$ cat src/rtl/keypad_arbiter.sv
// Grants one of two keypad sources an exclusive entry session and forwards its keys to the lock.
// Optional feature: define KEY_ARB_ERROR_RELEASE_EN to end a session on a rising edge of the lock's error flag.
module keypad_arbiter #(
    parameter int CLOCK_FREQ            = 50000000,
    parameter int IDLE_TIMEOUT          = 5 * CLOCK_FREQ,
    parameter int PASSCODE_LENGTH       = 4,
    parameter int TIMEOUT_COUNTER_WIDTH = $clog2(IDLE_TIMEOUT + 1),
    parameter int DIGIT_COUNTER_WIDTH   = $clog2(2 * PASSCODE_LENGTH + 1)
) (
    input  logic       clock,
    input  logic       reset,
    input  logic [3:0] keyA,
    input  logic [3:0] keyB,
    input  logic       locked,
    input  logic       error,
    output logic [3:0] key,
    output logic       grantA,
    output logic       grantB,
    output logic       busy
);

    typedef enum logic [1:0] {
        IDLE    = 2'd0,
        GRANT_A = 2'd1,
        GRANT_B = 2'd2,
        RELEASE = 2'd3
    } state_t;

    localparam logic [TIMEOUT_COUNTER_WIDTH-1:0] TIMEOUT_C =
        TIMEOUT_COUNTER_WIDTH'(IDLE_TIMEOUT);
    localparam logic [DIGIT_COUNTER_WIDTH-1:0] TARGET_LOCKED_C =
        DIGIT_COUNTER_WIDTH'(PASSCODE_LENGTH);
    localparam logic [DIGIT_COUNTER_WIDTH-1:0] TARGET_UNLOCKED_C =
        DIGIT_COUNTER_WIDTH'(2 * PASSCODE_LENGTH);

    state_t                             state_r, state_s;
    logic [3:0]                         key_r, key_s;
    logic                               grant_a_r, grant_a_s;
    logic                               grant_b_r, grant_b_s;
    logic                               busy_r, busy_s;
    logic [DIGIT_COUNTER_WIDTH-1:0]     digit_cnt_r, digit_cnt_s;
    logic [DIGIT_COUNTER_WIDTH-1:0]     target_r, target_s;
    logic [TIMEOUT_COUNTER_WIDTH-1:0]   idle_cnt_r, idle_cnt_s;
    logic [TIMEOUT_COUNTER_WIDTH-1:0]   idle_inc_s;
    logic                               last_b_r, last_b_s;
    logic [3:0]                         src_key_s;
    logic                               press_s;
    logic                               err_rise_s;

`ifdef KEY_ARB_ERROR_RELEASE_EN
    logic error_r;

    // Delayed copy of the lock error flag for edge detection.
    always_ff @(posedge clock or negedge reset) begin
        if (!reset) begin
            error_r <= 1'b0;
        end else begin
            error_r <= error;
        end
    end

    assign err_rise_s = error & ~error_r;
`else
    logic unused_error_s;
    assign unused_error_s = error;
    assign err_rise_s     = 1'b0;
`endif

    // Next-state, session counters and next output values.
    always_comb begin
        state_s     = state_r;
        key_s       = 4'd0;
        grant_a_s   = 1'b0;
        grant_b_s   = 1'b0;
        digit_cnt_s = digit_cnt_r;
        target_s    = target_r;
        idle_cnt_s  = idle_cnt_r;
        last_b_s    = last_b_r;
        src_key_s   = (state_r == GRANT_B) ? keyB : keyA;
        // key_r holds the granted source's previous key, so 0 -> nonzero is a press
        press_s     = (src_key_s != 4'd0) && (key_r == 4'd0);
        idle_inc_s  = (idle_cnt_r == TIMEOUT_C) ? idle_cnt_r
                                                : idle_cnt_r + TIMEOUT_COUNTER_WIDTH'(1);

        case (state_r)
            IDLE: begin
                if ((keyA != 4'd0) && ((keyB == 4'd0) || last_b_r)) begin
                    state_s     = GRANT_A;
                    key_s       = keyA;
                    grant_a_s   = 1'b1;
                    last_b_s    = 1'b0;
                    target_s    = locked ? TARGET_LOCKED_C : TARGET_UNLOCKED_C;
                    digit_cnt_s = DIGIT_COUNTER_WIDTH'(1);
                    idle_cnt_s  = TIMEOUT_COUNTER_WIDTH'(0);
                end else if (keyB != 4'd0) begin
                    state_s     = GRANT_B;
                    key_s       = keyB;
                    grant_b_s   = 1'b1;
                    last_b_s    = 1'b1;
                    target_s    = locked ? TARGET_LOCKED_C : TARGET_UNLOCKED_C;
                    digit_cnt_s = DIGIT_COUNTER_WIDTH'(1);
                    idle_cnt_s  = TIMEOUT_COUNTER_WIDTH'(0);
                end else begin
                    state_s = IDLE;
                end
            end
            GRANT_A, GRANT_B: begin
                if (press_s) begin
                    idle_cnt_s = TIMEOUT_COUNTER_WIDTH'(0);
                    if (digit_cnt_r != target_r) begin
                        digit_cnt_s = digit_cnt_r + DIGIT_COUNTER_WIDTH'(1);
                    end else begin
                        digit_cnt_s = digit_cnt_r;
                    end
                end else begin
                    idle_cnt_s = idle_inc_s;
                end

                if (((digit_cnt_r == target_r) && (src_key_s == 4'd0)) ||
                    (idle_cnt_s == TIMEOUT_C) || err_rise_s) begin
                    state_s = RELEASE;
                end else begin
                    state_s   = state_r;
                    key_s     = src_key_s;
                    grant_a_s = (state_r == GRANT_A);
                    grant_b_s = (state_r == GRANT_B);
                end
            end
            RELEASE: begin
                state_s = IDLE;
            end
            default: begin
                state_s = IDLE;
            end
        endcase

        busy_s = grant_a_s | grant_b_s;
    end

    // State, counters and registered outputs.
    always_ff @(posedge clock or negedge reset) begin
        if (!reset) begin
            state_r     <= IDLE;
            key_r       <= 4'd0;
            grant_a_r   <= 1'b0;
            grant_b_r   <= 1'b0;
            busy_r      <= 1'b0;
            digit_cnt_r <= '0;
            target_r    <= '0;
            idle_cnt_r  <= '0;
            last_b_r    <= 1'b1;
        end else begin
            state_r     <= state_s;
            key_r       <= key_s;
            grant_a_r   <= grant_a_s;
            grant_b_r   <= grant_b_s;
            busy_r      <= busy_s;
            digit_cnt_r <= digit_cnt_s;
            target_r    <= target_s;
            idle_cnt_r  <= idle_cnt_s;
            last_b_r    <= last_b_s;
        end
    end

    assign key    = key_r;
    assign grantA = grant_a_r;
    assign grantB = grant_b_r;
    assign busy   = busy_r;

endmodule

$ cat config.mk
export PLATFORM = sky130hd
export DESIGN_NAME = keypad_arbiter
export DESIGN_NICKNAME = d
export VERILOG_FILES = /design/src/rtl/keypad_arbiter.sv
export SDC_FILE = /design/constraint.sdc
export NUM_CORES = 1
export LEC_CHECK = 0
export ABC_AREA = 1
export CAP_MARGIN = 20
export CORE_MARGIN = 1.5
export CORE_UTILIZATION = 45
export CTS_CLUSTER_SIZE = 25
export DETAILED_ROUTE_END_ITERATION = 16
export HOLD_SLACK_MARGIN = 0.02
export PLACE_DENSITY = 0.65
export SYNTH_ARGS = -nofsm -noshare
export SYNTH_HDL_FRONTEND = slang
export SYNTH_SLANG_ARGS = --single-unit
$ cat constraint.sdc
create_clock -name clock -period 2.17 [get_ports clock]
set_input_delay 0.651 -clock clock [delete_from_list [all_inputs] [get_ports clock]]
set_output_delay 0.651 -clock clock [all_outputs]
set_load 0.01 [all_outputs]
; ---- Yosys cells after proc, flatten, opt, wreduce, memory -nomap -nowiden
; Cells that the tools add are included.
[word_totals]
register_bits = 46
output_inout_bits = 7
wordCells = 73
[op_classes]
addsub = 2
n_eq_ne = 11
muxes = 32
bitwise_logic = 1
n_reduce_logical = 18
[op_table]
columns = cell, count
row1 = $mux 28, 5
row2 = $eq 28x28->1 const B, 2
row3 = $pmux 28 s2, 1
row4 = $mux 4, 11
row5 = $add 28x1->28 const B, 1
row6 = $pmux 4 s2, 2
row7 = $logic_not 4->1, 3
row8 = $reduce_bool 4->1, 3
row9 = $mux 1, 7
row10 = $mux 2, 3
row11 = $ne 2x2->1 const B, 3
row12 = $pmux 2 s3, 1
row13 = $add 4x1->4 const B, 1
row14 = $eq 2x2->1 const B, 2
row15 = $eq 4x4->1, 1
row16 = $ne 4x4->1, 1
row17 = $pmux 1 s2, 2
row18 = $reduce_and 2->1, 2
row19 = $reduce_and 4->1, 1
row20 = $reduce_bool 2->1, 2
row21 = $logic_and 1x1->1, 3
row22 = $ne 3x3->1 const B, 1
row23 = $eq 2x1->1 const B, 1
row24 = $logic_not 2->1, 1
row25 = other kinds (3), 4

; ---- Logic depth before layout (Yosys ltp)
[logic_depth]
ltp_word = 11
mapped_depth = 20
ltp_nobuf = 18

; ---- Worst setup path before layout
; Ideal clock, no wire load.
[synth_timing]
kind = reg-to-reg
startpoint = register state_r[0]
endpoint = register busy_r, in the netlist busy
setup_ps = 118
arrival_ps = 2038
t_required_ps = 2052
path_slack_ps = 14
stages_incl_launch_ff = 20
cell_sequence = dfrtp_1 -> inv_1 -> ha_1 -> buf_4 -> inv_2 -> nand2_1 -> nand2_1 -> nor2_1 -> nand2_1 -> nand2_2 -> buf_4 -> nand2_1 -> nor2_1 -> nand3_1 -> nor2_2 -> nand3_2 -> nand3_1 -> nand2_1 -> nand2_1 -> nand2_1
[synth_between]
elab_chain_len = 11
word_cells_on_any_way = 18
classes_between = 3 x eq/ne / 7 x mux / 1 x bitwise / 7 x reduce/logical
[synth_lines]
columns = item, line
row1 = start: declaration, 36  ; state_t state_r, state_s;
row2 = start signal: assignment, 153  ; state_r <= state_s;
row3 = $eq 2x2->1, "79, 85, 126"
row4 = $mux 4, 79  ; src_key_s = (state_r == GRANT_B) ? keyB : keyA;
row5 = $reduce_bool 4->1, 81  ; press_s = (src_key_s != 4'd0) && (key_r == 4'd0);
row6 = $logic_and 1x1->1, 81
row7 = $mux 28, 108  ; if (press_s) begin
row8 = $mux 28, 85  ; case (state_r)
row9 = $eq 28x28->1, 120  ; (idle_cnt_s == TIMEOUT_C) || err_rise_s) begin
row10 = $logic_or 1x1->1, 119  ; if (((digit_cnt_r == target_r) && (src_key_s == 4'd0)) ||
row11 = $mux 1, 119
row12 = $pmux 1 s2, 85
row13 = $or 1x1->1 (*), 137  ; busy_s = grant_a_s | grant_b_s;
row14 = via busy_s, 40  ; logic busy_r, busy_s;
row15 = end signal: assignment, 157  ; busy_r <= busy_s;
row16 = end: declaration, 40
; Mark *: on every way through the listed nets, which the timed path passes. The rest lies on a longest branch. The select of a mux whose other input is x is not followed.
; A chain may end at the register's enable or synchronous reset.

; ---- Worst setup path after layout
[layout_timing]
startpoint = register state_r[1]
endpoint = register busy_r, in the netlist busy
; The elaborated chain is that of the path after synthesis.

==> results.yml <==
outcome:
  status: "complete, but fails checks"
  violations: "setup timing"
routing:
  drc: 0
  avgRoutedWirePerCell_um: 16.2
  drt_wl_total_um: 11900
  drt_iter0_drc: 348
  dr.pass1.iters: 5
  postRouteAntennaNets: 0
  num_vias: 4069
  drt-vias-per-instance: 5.53
cts:
  clk_latency_ps: 320
  cts_buffers: 5
  clock_path_buffers: 2
  cts-htree-levels: 2
  clkSinkCount: 44
  clkTransAtPathRegs_ps: 100
  cts_tree: "done"
  clockRootBuffer: "clkbuf_8"
critical_path:
  cp_cell_sequence: "ha_4 > buf_6 > nand2_4 > nand2_4 > nor2_4 > nand2_4 > nand2_8 > buf_16 > nand4_1 > nor2_4 > nand2_2 > nor2_4 > nand3_4 > nand3_2 > nand2_2 > nand2_2 > nand2_1"
  slowest_stage: "dfrtp_1"
  worst_r2r_path_depth: 17
  reg2reg_slack_ps: -290
  cp_data_required_time_ps: 2390
  worstPathArrival_ps: 2680
  crit_type: "flip-flop to flip-flop"
  worst_r2r_endpoint: "busy"
  crit_path_start_kind: "flip-flop"
  cpPeakStageDelay_ps: 420
  crit_path_end_kind: "flip-flop"
  r2r_start: "state_r[1]"
  worst-path-max-fanout: 7
global_routing:
  grt_pass1_vias: 3892
  antenna_found_initial: 0
  grt.total_usage: 0.298
  grt_first_pass_wirelength_um: 17700
  overflow: 0
  grt_max_degree: 27
placed_design:
  io_buffers: 17
  gp_congestion: 0.958
  dp_hpwl_um: 7520
timing:
  post-route-period-util: 1.13
  worst_pin_slew_ps: 494
  clock.fmax_mhz: 406
  hold_viol: 0
  setup_tns_ps: -2160
  slew_violations: 0
  min_period_ps: 2460
  setup_ws_ps: -291
  worst_hold_slack_ps: 284
  rsz0062_at_grt: "true"
  slew-limit-headroom: 0.671
  fin_worst_skew_ps: 8.54
  setup_viol: 9
floorplanning:
  start_util: 0.472
  die_w_um: 87.9
  die_h_um: 87.9
  die-area_mm2: 0.00773
  core_area_mm2: 0.00687
  ios: 19
  rows: 30
synth:
  yosys_warnings: 0
  synth_fp_nets: 520
  synthDistinctLibCells: 37
  synth_seq_area_share: 0.340
  syn_area_mm2: 0.00325
  synth_cells: 499
  synth_area_per_cell_um2: 6.50
  synth_seq_cells: 44
finish:
  fill_cells: 519
  seqCellArea_mm2: 0.00110
  fin_nets: 660
  multi_input_area_mm2: 0.00220
  antennaDiodeCount: 0
  areaGrowthSynthToFinish_pct: 53.8
  drive_gt1_frac: 0.350
power:
  powerDensity_mw_per_mm2: 1080
  power.total_uw: 5380
  ir_drop_v: 0.000984
  p_leak_uw: 0.00230
flow_run:
  drv_cap: 0
min_path:
  hp-class: "input pin to asynchronous set/reset pin"
## flip-flops by register name, summed over array words and instances, names as in the netlist
register and count:
busy 1, digit_cnt_r 4, grantA 1, grantB 1, idle_cnt_r 28, key 4, last_b_r 1, state_r 2
target_r 2
## cells in the mapped netlist
| master | n | share of area |
|---|---|---|
| a21oi_1 | 11 | 0.017 |
| o221ai_1 | 1 | 0.0027 |
| buf_4 | 3 | 0.0069 |
| nand3_1 | 56 | 0.086 |
| inv_1 | 62 | 0.072 |
| o22ai_1 | 15 | 0.029 |
| o21ai_0 | 20 | 0.031 |
| dfrtp_1 | 43 | 0.33 |
| and2_0 | 1 | 0.0019 |
| inv_2 | 2 | 0.0023 |
| nor4_1 | 1 | 0.0019 |
| nor2_2 | 6 | 0.012 |
| clkinv_1 | 1 | 0.0012 |
| o21ai_2 | 1 | 0.0027 |
| o21ai_1 | 4 | 0.0062 |
| nor2_1 | 71 | 0.082 |
| buf_6 | 1 | 0.0035 |
| nand4_1 | 12 | 0.023 |
| a21oi_2 | 1 | 0.0027 |
| o32ai_1 | 1 | 0.0027 |
| nand2_2 | 5 | 0.0096 |
| nor3_1 | 4 | 0.0062 |
| nor3_2 | 1 | 0.0031 |
| a221oi_1 | 1 | 0.0027 |
| nand3b_1 | 1 | 0.0023 |
| nor2_4 | 5 | 0.017 |
| buf_1 | 1 | 0.0012 |
| buf_2 | 1 | 0.0015 |
| xor2_1 | 4 | 0.011 |
| clkbuf_1 | 3 | 0.0035 |
| a22o_1 | 2 | 0.0054 |
| o31ai_1 | 1 | 0.0023 |
| and2_1 | 2 | 0.0039 |
| dfstp_2 | 1 | 0.0081 |
| nand3_2 | 1 | 0.0031 |
| nand2_1 | 144 | 0.17 |
| ha_1 | 9 | 0.035 |
## where the power goes
group	leakage [uW]	internal (uW)	switching [uW]
Clock	0.0000404	229	342
Combinational	0.00167	1720	1990
Sequential	0.000586	998	110
## placed cells by master, fill, tap and decap left out, types with 3 or more instances in the layout
| master | n |
|---|---|
| nand2_1 | 119 |
| buf_4 | 113 |
| inv_1 | 57 |
| nor2_1 | 57 |
| dfrtp_1 | 42 |
| nand3_1 | 41 |
| nand2_2 | 20 |
| o21ai_0 | 17 |
| o22ai_1 | 15 |
| nor2_2 | 13 |
| nand4_1 | 12 |
| nor2_4 | 12 |
| nand3_2 | 12 |
| nand2_4 | 9 |
| a21oi_1 | 9 |
| dlygate4sd2_1 | 8 |
| clkdlybuf4s50_1 | 8 |
| ha_1 | 7 |
| inv_2 | 6 |
| o21ai_1 | 6 |
| clkbuf_8 | 5 |
| nor3_1 | 4 |
| xor2_1 | 4 |
| nand3_4 | 4 |
| buf_6 | 4 |
| buf_12 | 4 |
| a21oi_2 | 3 |
| buf_16 | 3 |
## worst max-delay path: cells and delay by family, from the launching register on
kind / cells / cell delay [ps]
DFF: 1 / 420
adders and majority gates: 1 / 190
and+or+nand+nor: 14 / 1480
buffers and inverters: 2 / 270
## stage by stage
step	instances	instance area, um^2	util	setup WS (ps)
6_report	736	4990	0.727	-291
5_1_grt	736	4990	0.727	-379
4_1_cts	735	4750	0.692	-175
3_5_place_dp	695	4220	0.614	-583
3_3_place_gp	695	4220	0.614	-561
2_1_floorplan	499	3250	-	14.4
## final cells by class
type                    count  share of cell area
flip-flops and latches     44               0.221
inverters                  65              0.0494
clock buffers               5              0.0138
clock inverters             3             0.00476
repair buffers            142               0.246
multi-input cells         381               0.441
well taps                  96              0.0241
## cell families after synthesis
kind of cell,count (synthesis),synth area share
AOI/OAI and AO/OA,58,0.104
buffers and inverters,74,0.0917
xor gates and xnor gates,4,0.0108
adders and majority gates,9,0.0347
DFF,44,0.340
and+or+nand+nor,310,0.419
## layer usage
| metal | part of all wire | global-route usage | vias to the layer above | wire length, um |
|---|---|---|---|---|
| met5 | 0 | 0 | - | 0 |
| met2 | 0.49 | 0.501 | 192 | 5780 |
| met4 | 0.056 | 0.175 | 0 | 660 |
| met3 | 0.070 | 0.0575 | 73 | 838 |
| li1 | - | - | 1899 | - |
| met1 | 0.39 | 0.353 | 1905 | 4610 |
## timing repair
item / 4_1_cts / 5_1_grt
hold endpoints to repair: 0 / 0
buffers inserted: 28 / 3
hold buffers: 0 / 0
pin swaps: 21 / 26
setup endpoints to repair: 40 / 37
resized for setup: 56 / 60
gates cloned: 4 / 0
## how the worst max path moves through the flow
stage          slack [ps]      to  cells after the start        from
2_1_floorplan          10    busy                     19  state_r[0]
4_1_cts              -180  key[2]                     17  state_r[1]
3_3_place_gp         -560    busy                     17     keyA[2]
6_report             -290    busy                     17  state_r[1]
3_5_place_dp         -580    busy                     17     keyA[2]
5_1_grt              -380  key[0]                     17  state_r[1]
Note: power is estimated with default switching activity, not from simulation.
==> RTL change (same settings) <==
The 4 states of `state_t` get a one-hot encoding in 4 bits.
--- a/src/rtl/keypad_arbiter.sv
+++ b/src/rtl/keypad_arbiter.sv
@@ -19,11 +19,11 @@
     output logic       busy
 );
 
-    typedef enum logic [1:0] {
-        IDLE    = 2'd0,
-        GRANT_A = 2'd1,
-        GRANT_B = 2'd2,
-        RELEASE = 2'd3
+    typedef enum logic [3:0] {
+        IDLE    = 4'b0001,
+        GRANT_A = 4'b0010,
+        GRANT_B = 4'b0100,
+        RELEASE = 4'b1000
     } state_t;
 
     localparam logic [TIMEOUT_COUNTER_WIDTH-1:0] TIMEOUT_C =
Function: same outputs for any inputs over 10 cycles, from zero or initial values and one cycle with reset low; not proved beyond that.
==> RTL change against the original RTL <==
Clock skew is essentially flat; worst setup slack improved by 0.23 ns; the run still ends with negative setup slack left; critical endpoint is now key[0]; power is 22% lower; wire length is 24% lower; cell area down 12%; sequential share of layout area is 4.3 points higher; largest power group unchanged; synthesized area decreased by 4.5%; largest cell class unchanged; synthesized cell count decreased by 9.6%; sequential cell count is 2 higher.
==> RTL change: results (changes against the original RTL) <==
[layout]
final_nets=580  ; was 660
drive_above_1_share_pct=31.86  ; was 35.00%
largest_register_ffs=28  ; unchanged

[drt]
drt-pass1-iter-count=4  ; was 5
viasPerCell=5.119  ; was 5.529
wl_mm=9.033  ; was 11.89 mm
first_iter_violations=247  ; was 348
drtAntennaViolNets=0  ; unchanged

[synthesis]
synthTopCellsByCount=nand2_1 (138), nor2_1 (63), inv_1 (51)  ; was nand2_1 (144), nor2_1 (71), inv_1 (62)
synth_nets=467  ; was 520
yosys-top-cells-area=dfrtp_1 (36%), nand2_1 (17%), nor2_1 (7.6%)  ; was dfrtp_1 (33%), nand2_1 (17%), nand3_1 (8.6%)
seq_area_frac_synth_pct=37.21  ; was 33.96%
yosys_warnings=0  ; unchanged
synth_cell_types=34  ; was 37

[global_routing]
grt_pass1_vias=3159  ; was 3892
grt_max_degree=47  ; was 27
grt_usage_pct=25.22  ; was 29.82%
grt_first_pass_wirelength_mm=14.70  ; was 17.69 mm

[clocking]
clockBufferDepth=2  ; unchanged
cts_buffers=5  ; unchanged
cts.clk_slew.worst_paths_ns=0.10  ; about the same
insertion_delay_ns=0.31
root_buffer=clkbuf_8  ; unchanged
h-tree-depth=2  ; unchanged

[setup_path]
critical_path.top_delay_family=simple AND/OR/NAND/NOR gates  ; unchanged
crit_fanout=9  ; was 7

[sta]
fin_tns_setup_ns=-0.2539  ; was -2.160 ns
worst_clock_skew_ns=0.008223  ; was 0.008538 ns
hold_ws_ns=0.3046  ; was 0.2840 ns
slew_headroom_pct=79.32  ; was 67.06%
setup_ws_ns=-0.06230  ; was -0.2912 ns
finalSetupViolations=5  ; was 9

[pwr]
p_leak_nw=1.968  ; was 2.298 nW
peakVddDrop_uv=580.5  ; was 983.6 uV

[outcome]
status=complete, but fails checks  ; unchanged
failed_checks=negative setup slack  ; unchanged

[place]
io_buffers=17  ; unchanged
dp_hpwl_mm=6.079  ; was 7.517 mm
place_congestion=0.9467  ; was 0.9581

[RTL change: cell count changes after synthesis, moves of 6 or more]
cell / unedited run / this run
nand3_1: 56 / 44
inv_1: 62 / 51
xor2_1: 4 / 14
nand4_1: 12 / 3
nor2_1: 71 / 63
a21oi_1: 11 / 5
nand2_1: 144 / 138
o22ai_1: 15 / 9
[RTL change: worst paths after layout]
check	startpoint	endpoint
setup / recovery	state_r[3]	key[0]
hold / removal	reset	idle_cnt_r[16]
setup reg to reg	state_r[3]	key[0]
hold reg to reg	last_b_r	last_b_r
max in group asynchronous	reset	last_b_r
min in group clock	last_b_r	last_b_r
[RTL change: cells by family after synthesis]
group,count (synthesis),share of synthesized area [%]
AND/OR/NAND/NOR,274,38.74
adder cells (fa/ha/maj),4,1.614
buffers and inverters,65,8.354
XOR/XNOR,15,4.237
AO/OA/AOI/OAI,47,9.847
flip-flops,46,37.21
[RTL change: area by class of cell]
cell class,instances,area (um^2)
multi-input combinational,342,1909
clock buffer,6,72.57
clock inverter,2,37.54
inverter,58,217.7
fill,554,2338
tap,80,100.1
sequential,46,1157
timing repair buffer,111,885.9
[RTL change: metrics by stage]
step | std cells | setup WS [ns] | cell area, um^2 | power [mW]
after detailed placement | 612 | -0.5998 | 3882 | 3.008
after global placement | 612 | -0.5536 | 3882 | 2.968
after CTS | 640 | -0.05076 | 4252 | 4.041
after global routing | 645 | -0.1625 | 4380 | 4.417
final | 645 | -0.06230 | 4380 | 4.179
after floorplan | 451 | 0.1324 | 3100 | 2.139
[RTL change: timing repair]
item | 4_1_cts | 5_1_grt
setup buffers | 19 | 5
endpoints found under the setup margin | 15 | 16
pin swaps | 25 | 25
cloned | 2 | 0
hold endpoints to repair | 0 | 0
resized for setup | 36 | 29
[RTL change: layer usage]
metal	track usage [%]	routed length (um)	up-vias
met3	3.561	433	14
met1	34.90	4200	1518
li1	-	-	1673
met2	41.09	4264	97
met4	7.478	135	0
met5	0	0	-
[RTL change: power by group]
| group | total [mW] | internal [mW] | switching [mW] |
|---|---|---|---|
| combinational | 2.39 | 1.06 | 1.34 |
| sequential | 1.11 | 1.02 | 0.0921 |
| clock | 0.674 | 0.344 | 0.330 |
| total | 4.18 | 2.42 | 1.76 |
